**src/rtl/revisar_celda_pkg.sv**
```systemverilog
`default_nettype none
// ============================================================================
// Module      : revisar_celda_pkg
// Description : FSM states, neighbour offset table and bomb encoding shared by
//               the cell-reveal logic.
// Revision    : 1.0 - initial release
// ============================================================================
package revisar_celda_pkg;

    typedef enum logic [2:0] {
        IDLE    = 3'd0,
        CENTRO  = 3'd1,
        EVAL    = 3'd2,
        VECINOS = 3'd3,
        ULTIMO  = 3'd4,
        RESP    = 3'd5
    } estado_t;

    // Sign-extended by the size cast at the point of use, so any CELDA_W works.
    localparam int BOMBA = -1;

    // Scan order: upper row left to right, middle row, lower row.
    localparam int DX [8] = '{-1, 0, 1, -1, 1, -1, 0, 1};
    localparam int DY [8] = '{-1, -1, -1, 0, 0, 1, 1, 1};

endpackage
`default_nettype wire

```
**src/rtl/revisar_celda_mapa.sv**
```systemverilog
`default_nettype none
// ============================================================================
// Module      : mapa_revelado
// Description : Revealed-cell bitmap plus counter; raises a sticky victoria
//               once OBJETIVO distinct cells have been marked.
// Revision    : 1.0 - initial release
// ============================================================================
module mapa_revelado #(
    parameter int CELDAS   = 64,
    parameter int OBJETIVO = 54
) (
    input  logic                      clk,
    input  logic                      rst,
    input  logic                      marcar,
    input  logic [$clog2(CELDAS)-1:0] celda,
    output logic                      revelada,
    output logic                      victoria
);

    localparam int CW = $clog2(CELDAS + 1);

    logic [CELDAS-1:0] r_mapa;
    logic [CW-1:0]     r_cuenta;
    logic              r_victoria;

    assign revelada = r_mapa[celda];
    assign victoria = r_victoria;

    always_ff @(posedge clk) begin
        if (rst) begin
            r_mapa     <= '0;
            r_cuenta   <= '0;
            r_victoria <= 1'b0;
        end else if (marcar && !r_mapa[celda]) begin
            r_mapa[celda] <= 1'b1;
            r_cuenta      <= r_cuenta + CW'(1);
            if (int'(r_cuenta) + 1 == OBJETIVO) begin
                r_victoria <= 1'b1;
            end
        end
    end

endmodule
`default_nettype wire

```
**src/rtl/revisar_celda.sv**
```systemverilog
`default_nettype none
// ============================================================================
// Module      : revisar_celda
// Description : Minesweeper cell reveal: reads the centre cell, then scans the
//               8 neighbours and reports bomb / adjacent-bomb count.
//               Optional macro REVISAR_CELDA_VICTORIA_EN adds the revealed map
//               and win detection.
// Revision    : 1.0 - initial release
// ============================================================================
module revisar_celda
    import revisar_celda_pkg::*;
#(
    parameter int FILAS      = 8,
    parameter int COLUMNAS   = 8,
    parameter int CELDA_W    = 8,
    parameter int NUM_BOMBAS = 10
) (
    input  logic                                 clk,
    input  logic                                 rst,
    input  logic                                 req_valid,
    output logic                                 req_ready,
    input  logic [$clog2(COLUMNAS)-1:0]          req_x,
    input  logic [$clog2(FILAS)-1:0]             req_y,
    output logic                                 mem_rd_en,
    output logic [$clog2(FILAS*COLUMNAS)-1:0]    mem_addr,
    input  logic [CELDA_W-1:0]                   mem_data,
    output logic                                 resp_valid,
    input  logic                                 resp_ready,
    output logic                                 resp_bomba,
    output logic [3:0]                           resp_vecinos,
    output logic                                 resp_error,
    output logic                                 resp_repetida,
    output logic                                 game_over,
    output logic                                 victoria
);

    localparam int XW = $clog2(COLUMNAS);
    localparam int YW = $clog2(FILAS);
    localparam int AW = $clog2(FILAS * COLUMNAS);

    estado_t       r_estado;
    logic [XW-1:0] r_x;
    logic [YW-1:0] r_y;
    logic [2:0]    r_idx;
    logic [3:0]    r_cnt;
    logic          r_rd_prev;
    logic          r_req_ready;
    logic          r_mem_rd_en;
    logic [AW-1:0] r_mem_addr;
    logic          r_resp_valid;
    logic          r_resp_bomba;
    logic [3:0]    r_resp_vecinos;
    logic          r_resp_error;
    logic          r_resp_repetida;
    logic          r_game_over;

    logic          w_es_bomba;
    logic          w_inc;
    logic          w_fuera;
    logic [AW-1:0] w_centro_req;
    logic [2:0]    w_nb_sel;
    int            w_nx;
    int            w_ny;
    logic          w_nb_ok;
    logic [AW-1:0] w_nb_addr;
    logic          w_revelada;
    logic          w_victoria;

    assign w_es_bomba   = (mem_data == CELDA_W'(BOMBA));
    // Only count data that answers a read actually issued last cycle.
    assign w_inc        = r_rd_prev && w_es_bomba;
    assign w_fuera      = (int'(req_x) >= COLUMNAS) || (int'(req_y) >= FILAS);
    assign w_centro_req = AW'(int'(req_y) * COLUMNAS + int'(req_x));

    // Neighbour to issue at the coming edge: index 0 from EVAL, idx+1 in the scan.
    always_comb begin
        w_nb_sel  = (r_estado == VECINOS) ? (r_idx + 3'd1) : 3'd0;
        w_nx      = int'(r_x) + DX[w_nb_sel];
        w_ny      = int'(r_y) + DY[w_nb_sel];
        w_nb_ok   = (w_nx >= 0) && (w_nx < COLUMNAS) && (w_ny >= 0) && (w_ny < FILAS);
        w_nb_addr = AW'(w_ny * COLUMNAS + w_nx);
    end

`ifdef REVISAR_CELDA_VICTORIA_EN
    logic [AW-1:0] w_centro;
    logic          w_marcar;

    assign w_centro = AW'(int'(r_y) * COLUMNAS + int'(r_x));
    assign w_marcar = (r_estado == ULTIMO) && !w_revelada;

    mapa_revelado #(
        .CELDAS   (FILAS * COLUMNAS),
        .OBJETIVO (FILAS * COLUMNAS - NUM_BOMBAS)
    ) u_mapa (
        .clk      (clk),
        .rst      (rst),
        .marcar   (w_marcar),
        .celda    (w_centro),
        .revelada (w_revelada),
        .victoria (w_victoria)
    );
`else
    assign w_revelada = 1'b0;
    assign w_victoria = 1'b0;
`endif

    always_ff @(posedge clk) begin
        if (rst) begin
            r_estado        <= IDLE;
            r_x             <= '0;
            r_y             <= '0;
            r_idx           <= '0;
            r_cnt           <= '0;
            r_rd_prev       <= 1'b0;
            r_req_ready     <= 1'b1;
            r_mem_rd_en     <= 1'b0;
            r_mem_addr      <= '0;
            r_resp_valid    <= 1'b0;
            r_resp_bomba    <= 1'b0;
            r_resp_vecinos  <= '0;
            r_resp_error    <= 1'b0;
            r_resp_repetida <= 1'b0;
            r_game_over     <= 1'b0;
        end else begin
            r_rd_prev <= r_mem_rd_en;
            case (r_estado)
                IDLE: begin
                    if (req_valid && r_req_ready) begin
                        r_req_ready <= 1'b0;
                        r_x         <= req_x;
                        r_y         <= req_y;
                        r_cnt       <= '0;
                        if (w_fuera) begin
                            r_estado        <= RESP;
                            r_resp_valid    <= 1'b1;
                            r_resp_error    <= 1'b1;
                            r_resp_bomba    <= 1'b0;
                            r_resp_vecinos  <= '0;
                            r_resp_repetida <= 1'b0;
                        end else begin
                            r_estado    <= CENTRO;
                            r_mem_rd_en <= 1'b1;
                            r_mem_addr  <= w_centro_req;
                        end
                    end
                end
                CENTRO: begin
                    r_mem_rd_en <= 1'b0;
                    r_estado    <= EVAL;
                end
                EVAL: begin
                    if (w_es_bomba) begin
                        r_estado        <= RESP;
                        r_resp_valid    <= 1'b1;
                        r_resp_bomba    <= 1'b1;
                        r_resp_vecinos  <= '0;
                        r_resp_error    <= 1'b0;
                        r_resp_repetida <= 1'b0;
                        r_game_over     <= 1'b1;
                    end else begin
                        r_estado    <= VECINOS;
                        r_idx       <= '0;
                        r_mem_rd_en <= w_nb_ok;
                        if (w_nb_ok) begin
                            r_mem_addr <= w_nb_addr;
                        end
                    end
                end
                VECINOS: begin
                    r_cnt <= r_cnt + {3'd0, w_inc};
                    if (r_idx == 3'd7) begin
                        r_estado    <= ULTIMO;
                        r_mem_rd_en <= 1'b0;
                    end else begin
                        r_idx       <= r_idx + 3'd1;
                        r_mem_rd_en <= w_nb_ok;
                        if (w_nb_ok) begin
                            r_mem_addr <= w_nb_addr;
                        end
                    end
                end
                ULTIMO: begin
                    r_estado        <= RESP;
                    r_resp_valid    <= 1'b1;
                    r_resp_bomba    <= 1'b0;
                    r_resp_vecinos  <= r_cnt + {3'd0, w_inc};
                    r_resp_error    <= 1'b0;
                    r_resp_repetida <= w_revelada;
                end
                RESP: begin
                    if (resp_ready) begin
                        r_estado     <= IDLE;
                        r_resp_valid <= 1'b0;
                        r_req_ready  <= !r_game_over && !w_victoria;
                    end
                end
                default: begin
                    r_estado    <= IDLE;
                    r_mem_rd_en <= 1'b0;
                end
            endcase
        end
    end

    assign req_ready     = r_req_ready;
    assign mem_rd_en     = r_mem_rd_en;
    assign mem_addr      = r_mem_addr;
    assign resp_valid    = r_resp_valid;
    assign resp_bomba    = r_resp_bomba;
    assign resp_vecinos  = r_resp_vecinos;
    assign resp_error    = r_resp_error;
    assign resp_repetida = r_resp_repetida;
    assign game_over     = r_game_over;
    assign victoria      = w_victoria;

endmodule
`default_nettype wire

```
**config.mk**
```make
export PLATFORM = sky130hd
export DESIGN_NAME = revisar_celda
export DESIGN_NICKNAME = d
export VERILOG_FILES = /design/src/rtl/revisar_celda_pkg.sv /design/src/rtl/revisar_celda_mapa.sv /design/src/rtl/revisar_celda.sv
export SDC_FILE = /design/constraint.sdc
export NUM_CORES = 1
export LEC_CHECK = 0
export ABC_AREA = 1
export ABC_CLOCK_PERIOD_IN_PS = 6200
export BUFFER_PORTS_ARGS = -buffer_cell sky130_fd_sc_hd__buf_2
export CORE_AREA = 2 2 70 72
export DETAILED_ROUTE_END_ITERATION = 8
export DIE_AREA = 0 0 72 74
export GPL_ROUTABILITY_DRIVEN = 0
export PLACE_DENSITY = 0.82
export SKIP_CTS_REPAIR_TIMING = 1
export SYNTH_ARGS = -nofsm -noshare
export SYNTH_HDL_FRONTEND = slang
export SYNTH_HIERARCHICAL = 1
export SYNTH_SLANG_ARGS = --single-unit
export TNS_END_PERCENT = 10
```
**constraint.sdc**
```tcl
create_clock -name clk -period 6.2 [get_ports clk]
set_input_delay 1.24 -clock clk [delete_from_list [all_inputs] [get_ports clk]]
set_output_delay 1.24 -clock clk [all_outputs]
set_load 0.02 [all_outputs]
```
==> flow_summary.json, run 1 <==
{
  "drtAntennaViolNets": 0,
  "seq_area_um2": 640.6,
  "chipWidth_um": 72,
  "wl_met2_mm": 2.143,
  "stdcell_count": 405,
  "worst_hold_path_type": "reg -> reg",
  "crit_chain": "nand2_2 > nor2_4 > inv_1 > nor2_1 > inv_1 > ha_1 > nand2_1 > nand2_1 > inv_1 > ha_1 > inv_1 > nand2_1 > nor2_1 > nor2_1 > ha_1 > inv_1 > ha_1 > fa_1 > xnor2_1 > or2_2 > nand3_1 > nand2_1 > nor2_1 > nor2_1",
  "syn_inst": 317,
  "dr_total_vias": 1998,
  "multi_input_area_um2": 1360,
  "regToRegSetupSlack_ns": 1.78,
  "route.layer.met1.wl_mm": 2.069,
  "whs_ns": 0.4344,
  "max_freq_mhz": 226.5,
  "gr-usage-all-layers_pct": 18.33,
  "crit_slowest_cell": "dfxtp_1",
  "rsz0062_at_grt": "false",
  "r2r-end": "mem_addr[5]$_SDFFE_PP0P_",
  "crit_required_ns": 6.37,
  "antenna_found_initial": 0,
  "whs_path_depth": 2,
  "endpoint_kind": "flip-flop",
  "fillers": 444,
  "post-route-min-period_ns": 4.415,
  "grt_pass1_wl_mm": 7.783,
  "dp_hpwl_mm": 3.470,
  "maxCapViolations": 0,
  "antenna_cells": 0,
  "min-delay-start": "mem_rd_en$_SDFFE_PP0P_",
  "critPathMaxFanout": 12,
  "ys_seq_elements": 32,
  "utilization_pct": 55.21,
  "fin_nets": 403,
  "path_class": "reg -> reg",
  "ys_warn_count": 6,
  "start_util_pct": 48.49,
  "die_height_um": 74,
  "powerDensity_nw_per_um2": 447.5,
  "dp_slack_ns": 1.826,
  "placed_cell_area_um2": 2412,
  "routedWlPerCell_um": 10.89,
  "hold_violations": 0,
  "r2r_cells": 24,
  "clk_pin_slew_ns": 0.07,
  "swShare_pct": 44.26,
  "worstPathArrival_ns": 4.59,
  "grt.overflow.total": 0,
  "setup_ws_ns": 1.785,
  "clk_latency_ns": 0.28,
  "reg2reg_from": "r_estado[1]$_SDFFE_PP0P_",
  "ys_types": 31,
  "netSwitchingPower_mw": 0.5029,
  "p_int_mw": 0.6332,
  "vias_per_cell": 4.933,
  "port_buffers": 32,
  "firstDrtPassIters": 4,
  "finalSetupViolations": 0,
  "dieArea_um2": 5328,
  "cts_buffers": 5,
  "clockPowerShare_pct": 19.0,
  "dp.cells": 397,
  "num_rows": 25,
  "finalPower_mw": 1.136,
  "cts_tree": "done",
  "drt_iter0_markers": 87,
  "power_frac_comb_pct": 55.7,
  "drt-total-wl_mm": 4.412,
  "critPathBufInv": 5,
  "skew_ns": 0.001618,
  "top_layer": "met4",
  "clock-sinks": 32,
  "holdPathEnd": "r_rd_prev$_SDFF_PP0_",
  "wl_met3_um": 160,
  "ys_seq_area_share_pct": 28.73,
  "outcome": "complete, no violations",
  "slowest_delay_ns": 0.41,
  "cp_top_family": "simple AND/OR/NAND/NOR gates",
  "drc": 0,
  "core_area_um2": 4598,
  "fin_area_um2": 2539,
  "root_buffer": "clkbuf_8",
  "io_pins": 36,
  "tns_ns": 0,
  "ir_drop_mv": 0.1706,
  "critPathLaunchType": "flip-flop",
  "h-tree-depth": 2,
  "area_growth_pct": 13.86,
  "fin_crit_sh_pct": 71.21,
  "grt_max_degree": 19,
  "cts_buffer_depth": 2,
  "p_leak_nw": 1.304,
  "pwr-share-seq_pct": 25.3,
  "grt_pass1_vias": 1908,
  "finalMaxSlewViolations": 0,
  "netlist_area_um2": 2230,
  "synth_area_per_cell_um2": 7.034,
  "drive_gt1_share_pct": 14.25
}
==> power by group through the flow <==
| stage | Sequential (mW) | Combinational, mW | Clock [mW] |
|---|---|---|---|
| floorplan | 0.310 | 0.489 | 0 |
| global placement | 0.290 | 0.614 | 0 |
| detailed placement | 0.292 | 0.631 | 0 |
| CTS | 0.288 | 0.639 | 0.219 |
| global route | 0.294 | 0.760 | 0.230 |
| finish | 0.287 | 0.633 | 0.216 |
==> state kept, by name, summed over array words and instances (netlist names) <==
register / flops
r_estado: 3
resp_bomba: 1
r_rd_prev: 1
game_over: 1
r_x: 3
req_ready: 1
r_cnt: 4
mem_addr: 6
resp_valid: 1
r_idx: 3
r_y: 3
mem_rd_en: 1
resp_vecinos: 4
==> cells by family (layout without fill, tap and decap cells) <==
kind of cell	count (synthesis)	after routing	share of synthesized area, %
flops	32	32	28.73
compound gates	51	51	12.35
other cells	1	3	0.1682
fa+ha+maj	35	35	20.65
mux	1	1	0.4490
buf+inv	57	89	10.61
simple gates	136	136	25.48
xor+xnor	4	4	1.572
==> routing by layer <==
layer  up-vias  GRT usage, %
li1       1055             -
met1       898         22.17
met2        40         32.20
met3         5         4.743
met4         0         5.660
met5         -             0
==> worst register-to-register path: stages, from the launching register on <==
cell	delay [ns]
dfxtp_1	0.41
nand2_2	0.09
nor2_4	0.25
inv_1	0.11
nor2_1	0.25
inv_1	0.14
ha_1	0.31
nand2_1	0.10
nand2_1	0.09
inv_1	0.29
ha_1	0.32
inv_1	0.09
nand2_1	0.05
nor2_1	0.14
nor2_1	0.08
ha_1	0.27
inv_1	0.05
ha_1	0.20
fa_1	0.37
xnor2_1	0.15
or2_2	0.30
nand3_1	0.07
nand2_1	0.05
nor2_1	0.10
nor2_1	0.06
==> cell usage in the layout (no fill, tap or decap), types with 2 or more instances in the layout <==
cell type,netlist,final
nand2_1,73,73
inv_1,48,48
nor2_1,44,44
ha_1,32,32
dfxtp_1,32,32
buf_2,0,32
a21oi_1,25,25
o21ai_0,17,17
nand3_1,7,7
clkbuf_8,0,7
nand2_2,4,4
fa_1,3,3
conb_1,1,3
nand2_4,2,2
xor2_1,2,2
a22oi_1,2,2
o211ai_1,2,2
xnor2_1,2,2
o31ai_1,2,2
==> area by class of cell <==
class	count	share of cell area, %
Sequential cell	32	25.23
Clock buffer	7	3.795
Clock inverter	1	1.183
Multi-Input combinational cell	230	53.57
Inverter	49	7.245
Tap cell	54	2.661
Timing Repair Buffer	32	6.309
==> worst max path at each step <==
stage / start / to / cells past startpoint
floorplan: r_estado[1]$_SDFFE_PP0P_ / mem_addr[5]$_SDFFE_PP0P_ / 24
global placement: r_estado[1]$_SDFFE_PP0P_ / mem_addr[5]$_SDFFE_PP0P_ / 24
detailed placement: r_estado[1]$_SDFFE_PP0P_ / mem_addr[5]$_SDFFE_PP0P_ / 24
CTS: r_estado[1]$_SDFFE_PP0P_ / mem_addr[5]$_SDFFE_PP0P_ / 24
global route: r_estado[1]$_SDFFE_PP0P_ / mem_addr[5]$_SDFFE_PP0P_ / 24
finish: r_estado[1]$_SDFFE_PP0P_ / mem_addr[5]$_SDFFE_PP0P_ / 24
==> Yosys cell counts (all sizes together) <==
cell	number	area share [%]
buf	5	1.9
nor3	1	0.22
mux2i	1	0.45
ha	32	18
clkbuf	3	0.51
xnor2	2	0.79
nand3b	1	0.34
a21oi	25	5.6
nand2	79	14
o211ai	2	0.67
o21a	1	0.34
or2	1	0.28
a211oi	1	0.34
nor2	45	7.9
o31ai	2	0.67
nand4	1	0.28
inv	49	8.2
a22oi	2	0.67
fa	3	2.7
xor2	2	0.79
o21ai	18	4.0
dfxtp	32	29
conb	1	0.17
nand3	8	2.0
(Power assumes the default switching activity.)
==> run 2, diff against run 1 <==
ABC_AREA = 0   (was 1)
ABC_CLOCK_PERIOD_IN_PS = 4000   (was 6200)
CORE_AREA = 2 2 71 73   (was 2 2 70 72)
DIE_AREA = 0 0 73 75   (was 0 0 72 74)
PLACE_DENSITY = 0.83   (was 0.82)
clock period = 4 ns   (was 6.2 ns; I/O delays follow)
==> run 2 against run 1 <==
  * Via count rose by 4.9%
  * Global-route usage rose by 1.5 points
  * Utilization rose by 3.5 points
  * Total power fell by 16%
  * Synthesized area rose by 0.95%
  * Clock-buffer cell count did not move
  * Non-clock buffer count rose by 12
  * Clock skew rose by 0.0035 ns
  * Die area rose by 2.8%
  * Critical endpoint is now mem_addr[0]$_SDFFE_PP0P_
==> flow_summary.json, run 2 <==
{
  "routedWlPerCell_um": 15.31,
  "ys_warn_count": 6,
  "power_frac_comb_pct": 33.8,
  "hold_violations": 0,
  "grt_pass1_vias": 1918,
  "gr-usage-all-layers_pct": 19.79,
  "drt-total-wl_mm": 5.589,
  "cts_buffers": 5,
  "final_cell_mix": "nor2_1, nand2_1, buf_2, dfxtp_1, ha_1",
  "finalPower_mw": 0.9547,
  "drt_iter0_markers": 151,
  "skew_ns": 0.005130,
  "dieArea_um2": 5475,
  "utilization_pct": 58.71,
  "synth_top_area_share_pct": 28.46,
  "grt.overflow.total": 0,
  "chipWidth_um": 73,
  "max_freq_mhz": 255.3,
  "ys_types": 45,
  "cts_buffer_depth": 2,
  "clock-sinks": 32,
  "synth.area.top_cells": "dfxtp_1, ha_1, nand2_1, nor2_1, a21oi_1",
  "synthArstFlopShare_pct": 0,
  "synth.cells.most_frequent": "nand2_1, nor2_1, dfxtp_1, ha_1, a21oi_1",
  "ys_seq_area_share_pct": 28.46,
  "finalMaxSlewViolations": 0,
  "antenna_cells": 0,
  "ys_seq_elements": 32,
  "clk_latency_ns": 0.28,
  "post-route-min-period_ns": 3.918,
  "grt_max_degree": 35,
  "relSlewSlack_pct": 50.63,
  "swShare_pct": 34.22,
  "outcome": "complete, no violations",
  "path_class": "reg -> reg",
  "synth_edf_count": 0,
  "tightest_slew_ns": 0.7349,
  "root_buffer": "clkbuf_8",
  "firstDrtPassIters": 5,
  "worstPathArrival_ns": 4.06,
  "maxCapViolations": 0,
  "syn_inst": 272,
  "grt_pass1_wl_mm": 8.583,
  "fin_crit_sh_pct": 97.94,
  "ir_drop_mv": 0.1652,
  "start_util_pct": 48.30,
  "fin_nets": 364,
  "antenna_found_initial": 0,
  "io_pins": 36,
  "drc": 0,
  "cts_tree": "done",
  "ys.flop_type": "dfxtp_1",
  "clockPowerShare_pct": 28.5,
  "h-tree-depth": 2,
  "p_leak_nw": 1.174,
  "port_buffers": 32,
  "p_int_mw": 0.6280,
  "whs_ns": 0.4719,
  "area_growth_pct": 21.57,
  "rsz0062_at_grt": "true",
  "endpoint_kind": "flip-flop",
  "fillers": 395,
  "core_area_um2": 4661,
  "synth_top_area_cell": "dfxtp_1",
  "dr_total_vias": 2095,
  "tns_ns": 0,
  "die_height_um": 75,
  "clk_pin_slew_ns": 0.07,
  "crit_required_ns": 4.14,
  "worst_hold_path_type": "reg -> reg",
  "netlist_area_um2": 2251,
  "synth_area_per_cell_um2": 8.275,
  "powerDensity_nw_per_um2": 348.9,
  "vias_per_cell": 5.740,
  "drive_gt1_share_pct": 26.05,
  "multi_input_area_um2": 1619,
  "dp_hpwl_mm": 4.082,
  "critPathLaunchType": "flip-flop",
  "seq_area_um2": 643.1,
  "largest_reg_flops": 6,
  "num_rows": 25,
  "drtAntennaViolNets": 0,
  "finalSetupViolations": 0,
  "netSwitchingPower_mw": 0.3267,
  "critPathMaxFanout": 6,
  "pwr-share-seq_pct": 37.7
}
run 2: kinds of logic after synthesis:
logic type,synth area share (%)
AOI/OAI and AO/OA,15.84
xor gates and xnor gates,2.335
adders and majority gates,20.46
buffers and inverters,5.614
DFF,28.46
muxes,3.113
other,0.1666
and+or+nand+nor,24.01
run 2: area by class of cell:
cell class | instances | area share (%)
Clock buffer | 7 | 3.521
Tap cell | 54 | 2.469
Timing Repair Buffer | 44 | 9.282
Sequential cell | 32 | 23.50
Inverter | 15 | 2.058
Multi-Input combinational cell | 213 | 59.17
run 2: critical path, cell delays in order (launching register included):
cell and delay [ns]:
dfxtp_2 0.34, ha_4 0.16, ha_4 0.25, and4b_2 0.32, buf_6 0.12, mux2i_1 0.18, ha_2 0.21, inv_2 0.04
fa_2 0.37, nor2b_2 0.14, nor2_1 0.06, ha_1 0.27, or4b_4 0.46, nor4_4 0.27, a31o_4 0.24, and3_4 0.23
a311oi_2 0.09
run 2: metrics by stage:
step           instances  instance area [um2]  setup WS (ns)
2_1_floorplan        274                 2296        0.01812
3_3_place_gp         355                 2515        0.02063
3_5_place_dp         355                 2515        -0.1174
4_1_cts              362                 2611        -0.1727
5_1_grt              365                 2736       -0.06926
6_report             365                 2736        0.08245
run 2: per-layer routing:
layer	vias up	part of all wire, %	track usage, %
met5	-	0	0
li1	1023	-	-
met4	0	0.70	3.909
met2	76	50	33.73
met1	991	44	25.97
met3	5	5.5	4.284
run 2: worst paths after layout:
kind	startpoint	end	slack, ns	cells after the start
setup / recovery	r_idx[0]$_SDFFE_PP0P_	mem_addr[0]$_SDFFE_PP0P_	0.08	16
hold reg to reg	r_x[0]$_SDFFE_PP0P_	r_x[0]$_SDFFE_PP0P_	0.47	2
hold / removal	r_x[0]$_SDFFE_PP0P_	r_x[0]$_SDFFE_PP0P_	0.47	2
setup reg to reg	r_idx[0]$_SDFFE_PP0P_	mem_addr[0]$_SDFFE_PP0P_	0.08	16
run 2: power groups by stage:
stage | registers [mW] | logic, mW | clock network, mW
6_report | 0.360 | 0.323 | 0.272
5_1_grt | 0.362 | 0.354 | 0.290
4_1_cts | 0.358 | 0.294 | 0.277
3_5_place_dp | 0.365 | 0.292 | 0
3_3_place_gp | 0.364 | 0.279 | 0
2_1_floorplan | 0.378 | 0.197 | 0
